==> config.mk <==
export PLATFORM = sky130hd
export DESIGN_NAME = systa_template_gen
export DESIGN_NICKNAME = d
export VERILOG_FILES = /design/src/rtl/systa_template_gen.sv
export SDC_FILE = /design/constraint.sdc
export NUM_CORES = 1
export LEC_CHECK = 0
export ABC_AREA = 1
export CAP_MARGIN = 20
export CORE_MARGIN = 4
export CORE_UTILIZATION = 35
export DETAILED_ROUTE_END_ITERATION = 8
export GPL_TIMING_DRIVEN = 1
export PLACE_DENSITY_LB_ADDON = 0.12
export SYNTH_ARGS = -nofsm -noshare
export SYNTH_HDL_FRONTEND = slang
export SYNTH_SLANG_ARGS = --single-unit
==> constraint.sdc <==
create_clock -name clk_i -period 4.7 [get_ports clk_i]
set_input_delay 0.94 -clock clk_i [delete_from_list [all_inputs] [get_ports clk_i]]
set_output_delay 0.94 -clock clk_i [all_outputs]
set_load 0.05 [all_outputs]
==> src/rtl/systa_template_gen.sv <==
// -----------------------------------------------------------------------------
// systa_template_gen
//   Emits the two-channel pulse train matched by the systA filter of the same
//   SUBTYPE. Each pulse is three beats, with two samples per channel per beat
//   (lane 0 earlier in time than lane 1). Each template coefficient is scaled
//   by the signed amplitude latched at start. Pulses repeat rep times, with
//   gap idle beats between them.
//
// Parameters
//   SUBTYPE  0 or 1, selects the template
//   INBITS   sample width (>= 4); amp is INBITS-2 wide, so |4*amp| always fits
//
// Ports
//   clk_i        clock, rising edge
//   rst_ni       asynchronous active-low reset
//   start_i      start request, sampled only in IDLE
//   amp_i        signed amplitude (INBITS-2), latched with start
//   rep_i        pulse count, latched with start (0 behaves as 1)
//   gap_i        idle beats between pulses, latched with start
//   abort_i      (only with SYSTA_TGEN_ABORT_EN) return to IDLE immediately
//   outA0_o..outB1_o  registered signed samples
//   valid_o      beat carries template samples
//   busy_o       not IDLE
//   done_o       single-cycle completion pulse, coincident with busy_o falling
//
// Optional feature macro: SYSTA_TGEN_ABORT_EN (adds abort_i)
//
//   state | meaning
//   IDLE  | waiting for start_i
//   EMIT  | emitting beats 0..2 of one pulse
//   GAP   | idle beats between pulses, counted down from gap
// -----------------------------------------------------------------------------
module systa_template_gen #(
   parameter int SUBTYPE = 0,
   parameter int INBITS  = 12
) (
   input  logic                     clk_i,
   input  logic                     rst_ni,
   input  logic                     start_i,
   input  logic signed [INBITS-3:0] amp_i,
   input  logic        [7:0]        rep_i,
   input  logic        [7:0]        gap_i,
`ifdef SYSTA_TGEN_ABORT_EN
   input  logic                     abort_i,
`endif
   output logic signed [INBITS-1:0] outA0_o,
   output logic signed [INBITS-1:0] outA1_o,
   output logic signed [INBITS-1:0] outB0_o,
   output logic signed [INBITS-1:0] outB1_o,
   output logic                     valid_o,
   output logic                     busy_o,
   output logic                     done_o
);

   typedef enum logic [1:0] {
      ST_IDLE = 2'd0,
      ST_EMIT = 2'd1,
      ST_GAP  = 2'd2
   } state_t;

   state_t                     state_q,    state_d;
   logic        [1:0]          beat_q,     beat_d;
   logic        [7:0]          gap_cnt_q,  gap_cnt_d;
   logic        [7:0]          rep_left_q, rep_left_d;
   logic        [7:0]          gap_q,      gap_d;
   logic signed [INBITS-3:0]   amp_q,      amp_d;
   logic signed [INBITS-1:0]   out_q [4];
   logic signed [INBITS-1:0]   out_d [4];
   logic                       valid_q,    valid_d;
   logic                       busy_q,     busy_d;
   logic                       done_q,     done_d;
   logic                       abort_w;
   logic signed [INBITS-1:0]   amp_ext;

`ifdef SYSTA_TGEN_ABORT_EN
   assign abort_w = abort_i;
`else
   assign abort_w = 1'b0;
`endif

   // Template coefficient for (beat, lane); lanes are A0, A1, B0, B1.
   function automatic logic signed [3:0] tpl_coef(input logic [1:0] beat,
                                                  input logic [1:0] lane);
      logic signed [3:0] c;
      c = 4'sd0;
      if (SUBTYPE == 1) begin
         case ({beat, lane})
            4'b00_00: c =  4'sd1;
            4'b00_10: c =  4'sd1;
            4'b00_11: c = -4'sd2;
            4'b01_01: c =  4'sd1;
            4'b01_10: c = -4'sd1;
            4'b01_11: c = -4'sd1;
            4'b10_00: c =  4'sd1;
            default:  c =  4'sd0;
         endcase
      end else begin
         case ({beat, lane})
            4'b00_00: c = -4'sd1;
            4'b00_01: c =  4'sd4;
            4'b00_10: c =  4'sd4;
            4'b00_11: c = -4'sd2;
            4'b01_00: c =  4'sd2;
            4'b01_01: c =  4'sd1;
            4'b01_10: c = -4'sd1;
            default:  c =  4'sd0;
         endcase
      end
      return c;
   endfunction

   always_comb begin
      state_d    = state_q;
      beat_d     = beat_q;
      gap_cnt_d  = gap_cnt_q;
      rep_left_d = rep_left_q;
      gap_d      = gap_q;
      amp_d      = amp_q;
      done_d     = 1'b0;

      if (abort_w) begin
         // Abort wins over everything, including a simultaneous start.
         state_d   = ST_IDLE;
         beat_d    = 2'd0;
         gap_cnt_d = 8'd0;
      end else begin
         case (state_q)
            ST_IDLE: begin
               if (start_i) begin
                  state_d    = ST_EMIT;
                  beat_d     = 2'd0;
                  amp_d      = amp_i;
                  gap_d      = gap_i;
                  rep_left_d = (rep_i == 8'd0) ? 8'd1 : rep_i;
               end
            end
            ST_EMIT: begin
               if (beat_q == 2'd2) begin
                  beat_d = 2'd0;
                  if (rep_left_q == 8'd1) begin
                     state_d = ST_IDLE;
                     done_d  = 1'b1;
                  end else begin
                     rep_left_d = rep_left_q - 8'd1;
                     if (gap_q != 8'd0) begin
                        state_d   = ST_GAP;
                        gap_cnt_d = gap_q;
                     end
                  end
               end else begin
                  beat_d = beat_q + 2'd1;
               end
            end
            ST_GAP: begin
               if (gap_cnt_q == 8'd1) begin
                  state_d   = ST_EMIT;
                  beat_d    = 2'd0;
                  gap_cnt_d = 8'd0;
               end else begin
                  gap_cnt_d = gap_cnt_q - 8'd1;
               end
            end
            default: begin
               state_d = ST_IDLE;
               beat_d  = 2'd0;
            end
         endcase
      end

      // Outputs are computed from the next state so they register one cycle
      // after the edge that selects them.
      valid_d = (state_d == ST_EMIT);
      busy_d  = (state_d != ST_IDLE);
      amp_ext = INBITS'(amp_d);
      for (int l = 0; l < 4; l++) begin
         out_d[l] = valid_d ? amp_ext * INBITS'(tpl_coef(beat_d, 2'(l))) : '0;
      end
   end

   always_ff @(posedge clk_i or negedge rst_ni) begin
      if (!rst_ni) begin
         state_q    <= ST_IDLE;
         beat_q     <= 2'd0;
         gap_cnt_q  <= 8'd0;
         rep_left_q <= 8'd0;
         gap_q      <= 8'd0;
         amp_q      <= '0;
         out_q      <= '{default: '0};
         valid_q    <= 1'b0;
         busy_q     <= 1'b0;
         done_q     <= 1'b0;
      end else begin
         state_q    <= state_d;
         beat_q     <= beat_d;
         gap_cnt_q  <= gap_cnt_d;
         rep_left_q <= rep_left_d;
         gap_q      <= gap_d;
         amp_q      <= amp_d;
         out_q      <= out_d;
         valid_q    <= valid_d;
         busy_q     <= busy_d;
         done_q     <= done_d;
      end
   end

   assign outA0_o = out_q[0];
   assign outA1_o = out_q[1];
   assign outB0_o = out_q[2];
   assign outB1_o = out_q[3];
   assign valid_o = valid_q;
   assign busy_o  = busy_q;
   assign done_o  = done_q;

endmodule

==> results_dict.tcl, run 1 <==
set metrics [dict create \
    layout.nets 1177 \
    finalHoldViolCount 0 \
    critical_path_class "in -> reg" \
    fin_skew_ns 0.00802 \
    synth_compound_area_frac 0.0932 \
    synth_edf_count 0 \
    cp-start-kind "input port" \
    arrival_ns 4.78 \
    diodes 0 \
    min_period_ns 4.52 \
    grt.overflow.total 0 \
    placed_cells 1272 \
    status "finished, final reports clean" \
    tritoncts "yes" \
    instances_no_fill 1289 \
    fill_cells 1941 \
    slew_headroom 0.458 \
    die_area_sq_mm 0.0221 \
    synthCells 817 \
    synth_nets 975 \
    syn_area_sq_mm 0.00693 \
    hold_class "reg -> reg" \
    ant_nets 0 \
    synth_xor_area_frac 0.0215 \
    fp.dieH_um 149 \
    viasPerCell 4.47 \
    critPathSlowestCell "fa_1" \
    synth_area_per_cell_sq_um 8.48 \
    routed_wl_um 17600 \
    track_usage 0.169 \
    use_met2 0.285 \
    fmax_mhz 221 \
    setup_viol 0 \
    numCtsBuffers 9 \
    io_buffers 78 \
    die_x_um 149 \
    vias 5760 \
    clk_latency_ns 0.35 \
    antenna_found_initial 0 \
    synthArstFlopShare 1.00 \
    globalplace.congestion 0.861 \
    drc 0 \
    met3_usage 0.0293 \
    ys.flop_type "dfrtp_1" \
    area_delta_synth_final_pct 35.4 \
    path_max_fanout 7 \
    busiest_layer "met2" \
    wl_per_cell_um 13.6 \
    grt_pass1_wl_um 29300 \
    drive_gt1_frac 0.214 \
    synth_mux_area_frac 0 \
    drv_slew 0 \
    grt_pass1_vias 5912 \
    dr.pass1.iters 4 \
    hpwl_um 13900 \
    clock_sinks 87 \
    htreeDepth 3 \
    holdBufCountCts 0 \
    start_util 0.356 \
    io_pins 80 \
    cp-end-kind "flip-flop" \
    row_count 51 \
    synthSimpleGateAreaFrac 0.186 \
    yosysUniqueCellTypes 45 \
    min_period_over_period 0.962 \
    drv_cap 0 \
    grt_max_degree 63 \
    ys_warn_count 0 \
    ys_ff_latch 87 \
    worstMarginPinSlew_ns 0.813 \
    core_area_sq_mm 0.0195 \
    clk_pin_slew_ns 0.07 \
    cts_root_buf "clkbuf_16" \
    critical_path.cell_chain "buf_2 -> nand2_4 -> inv_4 -> or2_2 -> o21ai_4 -> nor2_4 -> fa_1 -> inv_1 -> fa_1 -> inv_1 -> fa_1 -> ha_2 -> inv_1 -> fa_1 -> inv_2 -> nand3_1 -> and2_4 -> inv_1 -> nand2_1 -> inv_2 -> nor2_1 -> nor2_1 -> nor3_1 -> nor3_1" \
    max-clock-path-buffers 2 \
    required_ns 4.96 \
    drtIter0Drc 164 \
    synthAdderAreaFrac 0.282 \
    grtUsageMet1 0.222 \
    seq_area_frac_synth 0.314 \
    cpPeakStageDelay_ns 0.52 \
    synth_top_family_by_area "adder cells" \
]
routing by layer:
metal  up-vias  share of wire  routed length, um
li1       2975              -                  -
met1      2673           0.46               8000
met2        94           0.49               8520
met3        18          0.041                724
met4         0          0.017                307
met5         -              0                  0
kinds of logic (layout without fill, tap and decap cells):
| group | count (synthesis) | in the layout |
|---|---|---|
| flip-flops | 87 | 87 |
| adder cells (fa/ha/maj) | 129 | 129 |
| buffers and inverters | 181 | 388 |
| AND/OR/NAND/NOR | 289 | 289 |
| AO/OA/AOI/OAI | 113 | 113 |
| XOR/XNOR | 17 | 17 |
| other | 1 | 1 |
layout by cell type, fill, tap and decap left out, types with 6 or more instances in the layout:
master / instances
o211ai_1: 7
inv_1: 148
buf_4: 130
a21oi_1: 39
nor2_4: 7
nor3_1: 13
inv_2: 12
nor2_1: 96
ha_1: 81
xnor2_1: 8
nand2_2: 6
clkbuf_16: 9
o21ai_0: 36
nand3_1: 30
fa_1: 45
xor2_1: 9
clkdlybuf4s50_1: 73
nor2_2: 8
or2_2: 8
nand2_1: 100
dfrtp_1: 85
final timing paths:
check	startpoint	to	slack [ns]	cells after the start
setup / recovery	start_i	outB0_o[9]$_DFF_PN0_	0.18	24
min in group asynchronous	rst_ni	rep_left_q[1]$_DFFE_PN0P_	0.69	1
max in group asynchronous	rst_ni	outB0_o[3]$_DFF_PN0_	3.14	2
hold / removal	gap_q[1]$_DFFE_PN0P_	gap_q[1]$_DFFE_PN0P_	0.50	2
setup reg to reg	gap_cnt_q[1]$_DFFE_PN0P_	outB0_o[9]$_DFF_PN0_	0.24	27
hold reg to reg	gap_q[1]$_DFFE_PN0P_	gap_q[1]$_DFFE_PN0P_	0.50	2
synthesized netlist by cell type, types with 6 or more instances:
master    count  share of area
ha_1         84           0.15
nand2_1     104          0.056
inv_2        10         0.0054
o21ai_1       6         0.0043
xor2_1        9          0.011
a21oi_1      40          0.029
nor2_1      106          0.057
o211ai_1      7         0.0076
inv_1       152          0.082
o21ai_0      38          0.027
nor3_1       14          0.010
buf_2         9         0.0065
dfrtp_1      87           0.31
xnor2_1       8          0.010
nand3_1      32          0.023
fa_1         45           0.13
or2_2         8         0.0072
final cells by class:
type	count	area, sq um	area share
clock inverters	5	58.8	0.00627
repair buffers	209	1770	0.189
multi-input cells	549	4190	0.446
inverters	163	617	0.0658
clock buffers	11	233	0.0248
well taps	265	332	0.0354
flip-flops and latches	87	2180	0.232
through the flow:
step / hold WS, ns / utilization / TNS, ns / setup slack (ns) / instance area [sq um]
after floorplan: 0.463 / - / -0.00371 / -0.00371 / 6950
after global placement: 0.485 / 0.459 / -8.90 / -0.909 / 8930
after detailed placement: 0.486 / 0.459 / -8.97 / -0.940 / 8930
after CTS: 0.511 / 0.475 / 0 / 0.0151 / 9250
after global routing: 0.544 / 0.482 / -0.0700 / -0.0426 / 9380
final: 0.504 / 0.482 / 0 / 0.177 / 9380
worst max-delay path: cells and delay by family:
family | cells | cell delay, ns
simple gates | 10 | 1.15
compound gates | 1 | 0.10
fa+ha+maj | 5 | 2.07
buf+inv | 8 | 0.53
sequential cells by signal (all words and copies together) (netlist names), 8 cells and up:
signal / flops
outA1_o: 11
outB0_o: 12
gap_q: 8
gap_cnt_q: 8
amp_q: 10
outA0_o: 12
rep_left_q: 8
outB1_o: 11
repair_timing:
item | CTS | global route
endpoints found under the setup margin | 14 | 9
cloned | 0 | 0
setup buffers | 0 | 1
gates resized for setup | 14 | 40
pin swaps | 3 | 15
Power of run 1 is left out: the tool's default activity adds up to more than one toggle a clock period on the data nets, which glitch-free logic cannot reach.
==> run 2: changes to the inputs <==
--- a/config.mk
+++ b/config.mk
@@ -11,6 +11,7 @@
 export CORE_UTILIZATION = 35
 export DETAILED_ROUTE_END_ITERATION = 8
 export GPL_TIMING_DRIVEN = 1
+export MAX_ROUTING_LAYER = met4
 export PLACE_DENSITY_LB_ADDON = 0.12
 export SYNTH_ARGS = -nofsm -noshare
 export SYNTH_HDL_FRONTEND = slang
==> results_dict.tcl, run 2 (synthesis gave the netlist of run 1 again) <==
set metrics [dict create \
    status "finished, final reports clean" \
    cp-start-kind "input port" \
    die_x_um 149 \
    drv_slew 0 \
    whs_path_depth 2 \
    hold_start "gap_q[1]$_DFFE_PN0P_" \
    tritoncts "yes" \
    cts_root_buf "clkbuf_16" \
    io_pins 80 \
    numCtsBuffers 9 \
    ant_nets 0 \
    fin_skew_ns 0.00800 \
    dr.pass1.iters 4 \
    hpwl_um 13900 \
    drv_cap 0 \
    drive_gt1_frac 0.214 \
    cp-end-kind "flip-flop" \
    slew_headroom 0.460 \
    multi_input_comb_area_sq_mm 0.00419 \
    setup_ws_ns 0.174 \
    instances_no_fill 1289 \
    drc 0 \
    core_area_sq_mm 0.0195 \
    setup.worst_path.start "start_i" \
    min_period_ns 4.53 \
    wl_per_cell_um 13.6 \
    grt_max_degree 63 \
    io_buffers 78 \
    viasPerCell 4.47 \
    min_period_over_period 0.963 \
    row_count 51 \
    setup_viol 0 \
    track_usage 0.174 \
    clk_pin_slew_ns 0.07 \
    diodes 0 \
    antenna_found_initial 0 \
    clk_latency_ns 0.35 \
    r2r_start "gap_cnt_q[1]$_DFFE_PN0P_" \
    grt.overflow.total 0 \
    vias 5764 \
    whs_ns 0.504 \
    pre_cts_slack_ns -0.940 \
    clock_sinks 87 \
    fin_setup_tns_ns 0 \
    die_area_sq_mm 0.0221 \
    max-clock-path-buffers 2 \
    path_max_fanout 7 \
    arrival_ns 4.78 \
    fmax_mhz 221 \
    required_ns 4.96 \
    finalHoldViolCount 0 \
    placed_cells 1272 \
    seqCellArea_sq_mm 0.00218 \
    critical_path_class "in -> reg" \
    grt_pass1_vias 5907 \
    globalplace.congestion 0.875 \
    fp.dieH_um 149 \
    mostFrequentLayoutCell "inv_1" \
    htreeDepth 3 \
    area_delta_synth_final_pct 35.4 \
    hold_class "reg -> reg" \
    worstMarginPinSlew_ns 0.810 \
    start_util 0.356 \
    grt_pass1_wl_um 29300 \
    holdBufCountCts 0 \
    layout_common_cells "inv_1 (148), buf_4 (130), nand2_1 (100), nor2_1 (96), dfrtp_1 (85)" \
    reg2reg_depth 27 \
    drtIter0Drc 175 \
    routed_wl_um 17600 \
    fill_cells 1941 \
    layout.nets 1177 \
]
-- run 2: final timing paths --
kind                                             end  slack, ns
min in group asynchronous  rep_left_q[1]$_DFFE_PN0P_       0.69
min                             gap_q[1]$_DFFE_PN0P_       0.50
max in group asynchronous       outB0_o[3]$_DFF_PN0_       3.14
max reg2reg                     outB0_o[9]$_DFF_PN0_       0.23
max                             outB0_o[9]$_DFF_PN0_       0.17
min reg2reg                     gap_q[1]$_DFFE_PN0P_       0.50
-- run 2: final cells by class --
class	instances	area share
sequential	87	0.232
tap	265	0.0354
clock buffer	11	0.0248
multi-input combinational	549	0.446
timing repair buffer	209	0.189
inverter	163	0.0658
clock inverter	5	0.00627
-- run 2: worst max-delay path, cell delays in order --
cell and delay (ns):
buf_2 0.14, nand2_4 0.08, inv_4 0.05, or2_2 0.29, o21ai_4 0.10, nor2_4 0.07, fa_1 0.52, inv_1 0.06
fa_1 0.51, inv_1 0.05, fa_1 0.49, ha_2 0.18, inv_1 0.05, fa_1 0.37, inv_2 0.07, nand3_1 0.06
and2_4 0.17, inv_1 0.06, nand2_1 0.06, inv_2 0.05, nor2_1 0.03, nor2_1 0.13, nor3_1 0.06, nor3_1 0.20
-- run 2: through the flow --
step           area [sq um]  utilization
6_report               9380        0.482
5_1_grt                9380        0.482
4_1_cts                9250        0.475
3_5_place_dp           8930        0.459
3_3_place_gp           8930        0.459
2_1_floorplan          6950            -
-- run 2: layer usage --
layer,up-vias,track usage,share of wire
met5,-,-,0
met4,0,0.0499,0.017
met3,22,0.0283,0.040
met2,94,0.285,0.49
met1,2675,0.223,0.46
li1,2973,-,-
-- run 2: what timing repair did --
action | CTS | global route
pin swaps | 3 | 15
setup endpoints to repair | 14 | 9
resized for setup | 14 | 40
setup buffers | 0 | 1
Power of run 2 is left out for the same reason.
==> run 3: changes to the inputs <==
--- a/config.mk
+++ b/config.mk
@@ -9,6 +9,7 @@
 export CAP_MARGIN = 20
 export CORE_MARGIN = 4
 export CORE_UTILIZATION = 35
+export CTS_BUF_LIST = sky130_fd_sc_hd__clkbuf_8 sky130_fd_sc_hd__clkbuf_16
 export DETAILED_ROUTE_END_ITERATION = 8
 export GPL_TIMING_DRIVEN = 1
 export MAX_ROUTING_LAYER = met4
==> results_dict.tcl, run 3 (synthesis gave the netlist of run 1 again) <==
set metrics [dict create \
    grt_pass1_wl_um 29300 \
    htreeDepth 3 \
    drive_gt1_frac 0.214 \
    routed_wl_um 17600 \
    clk_pin_slew_ns 0.07 \
    dr.pass1.iters 4 \
    setup_viol 0 \
    reg2reg_depth 27 \
    viasPerCell 4.47 \
    pre_cts_slack_ns -0.940 \
    drv_cap 0 \
    diodes 0 \
    area_delta_synth_final_pct 35.4 \
    min_period_over_period 0.963 \
    required_ns 4.96 \
    path_max_fanout 7 \
    fp.dieH_um 149 \
    wl_per_cell_um 13.6 \
    mostFrequentLayoutCell "inv_1" \
    cp-end-kind "flip-flop" \
    die_area_sq_mm 0.0221 \
    fmax_mhz 221 \
    grt.overflow.total 0 \
    io_pins 80 \
    max-clock-path-buffers 2 \
    arrival_ns 4.78 \
    start_util 0.356 \
    hpwl_um 13900 \
    ant_nets 0 \
    grt_pass1_vias 5907 \
    clock_sinks 87 \
    numCtsBuffers 9 \
    drv_slew 0 \
    die_x_um 149 \
    holdBufCountCts 0 \
    whs_path_depth 2 \
    track_usage 0.174 \
    min_period_ns 4.53 \
    row_count 51 \
    status "finished, final reports clean" \
    antenna_found_initial 0 \
    drc 0 \
    grt_max_degree 63 \
    drtIter0Drc 175 \
    critical_path_class "in -> reg" \
    tritoncts "yes" \
    setup_ws_ns 0.174 \
    core_area_sq_mm 0.0195 \
    io_buffers 78 \
    worstMarginPinSlew_ns 0.810 \
    finalHoldViolCount 0 \
    globalplace.congestion 0.875 \
    layout.nets 1177 \
    clk_latency_ns 0.35 \
    cp-start-kind "input port" \
    vias 5768 \
    layout_common_cells "inv_1 (150), buf_4 (130), nand2_1 (100), nor2_1 (96), dfrtp_1 (85)" \
    cts_root_buf "clkbuf_16" \
    fin_skew_ns 0.00800 \
    hold_class "reg -> reg" \
    slew_headroom 0.460 \
]
run 3: worst paths after layout:
path,from,endpoint,slack (ns)
min reg2reg,gap_q[1]$_DFFE_PN0P_,gap_q[1]$_DFFE_PN0P_,0.50
max,start_i,outB0_o[9]$_DFF_PN0_,0.17
max in group asynchronous,rst_ni,outB0_o[3]$_DFF_PN0_,3.14
max reg2reg,gap_cnt_q[1]$_DFFE_PN0P_,outB0_o[9]$_DFF_PN0_,0.23
min,gap_q[1]$_DFFE_PN0P_,gap_q[1]$_DFFE_PN0P_,0.50
min in group asynchronous,rst_ni,rep_left_q[1]$_DFFE_PN0P_,0.69
run 3: per-layer routing:
| metal | routed length, um | track usage | vias to the layer above |
|---|---|---|---|
| met5 | 0 | - | - |
| met4 | 306 | 0.0499 | 0 |
| met3 | 706 | 0.0283 | 22 |
| met2 | 8530 | 0.285 | 94 |
| met1 | 8020 | 0.223 | 2678 |
| li1 | - | - | 2974 |
run 3: final cells by class:
| type | instances | area (sq um) |
|---|---|---|
| Tap cell | 265 | 332 |
| Clock buffer | 9 | 225 |
| Inverter | 163 | 617 |
| Timing Repair Buffer | 209 | 1770 |
| Clock inverter | 7 | 66.3 |
| Multi-Input combinational cell | 549 | 4190 |
| Fill cell | 1941 | 10100 |
| Sequential cell | 87 | 2180 |
run 3: worst max-delay path, stage by stage:
cell	delay, ns
buf_2	0.14
nand2_4	0.08
inv_4	0.05
or2_2	0.29
o21ai_4	0.10
nor2_4	0.07
fa_1	0.52
inv_1	0.06
fa_1	0.51
inv_1	0.05
fa_1	0.49
ha_2	0.18
inv_1	0.05
fa_1	0.37
inv_2	0.07
nand3_1	0.06
and2_4	0.17
inv_1	0.06
nand2_1	0.06
inv_2	0.05
nor2_1	0.03
nor2_1	0.13
nor3_1	0.06
nor3_1	0.20
run 3: stage by stage:
step                TNS [ns]  area, sq um   util  hold WS [ns]  std cells
global route         -0.0720         9380  0.482         0.544       1289
finish                     0         9380  0.482         0.505       1289
CTS                        0         9250  0.475         0.512       1288
floorplan           -0.00371         6950      -         0.463        817
global placement       -8.90         8930  0.459         0.485       1272
detailed placement     -8.97         8930  0.459         0.486       1272
run 3: repair_timing:
| item | in CTS | in global routing |
|---|---|---|
| endpoints found under the setup margin | 14 | 9 |
| buffers inserted | 0 | 1 |
| gates cloned | 0 | 0 |
| pin swaps | 3 | 15 |
| gates resized for setup | 14 | 40 |
Power of run 3 is left out for the same reason.
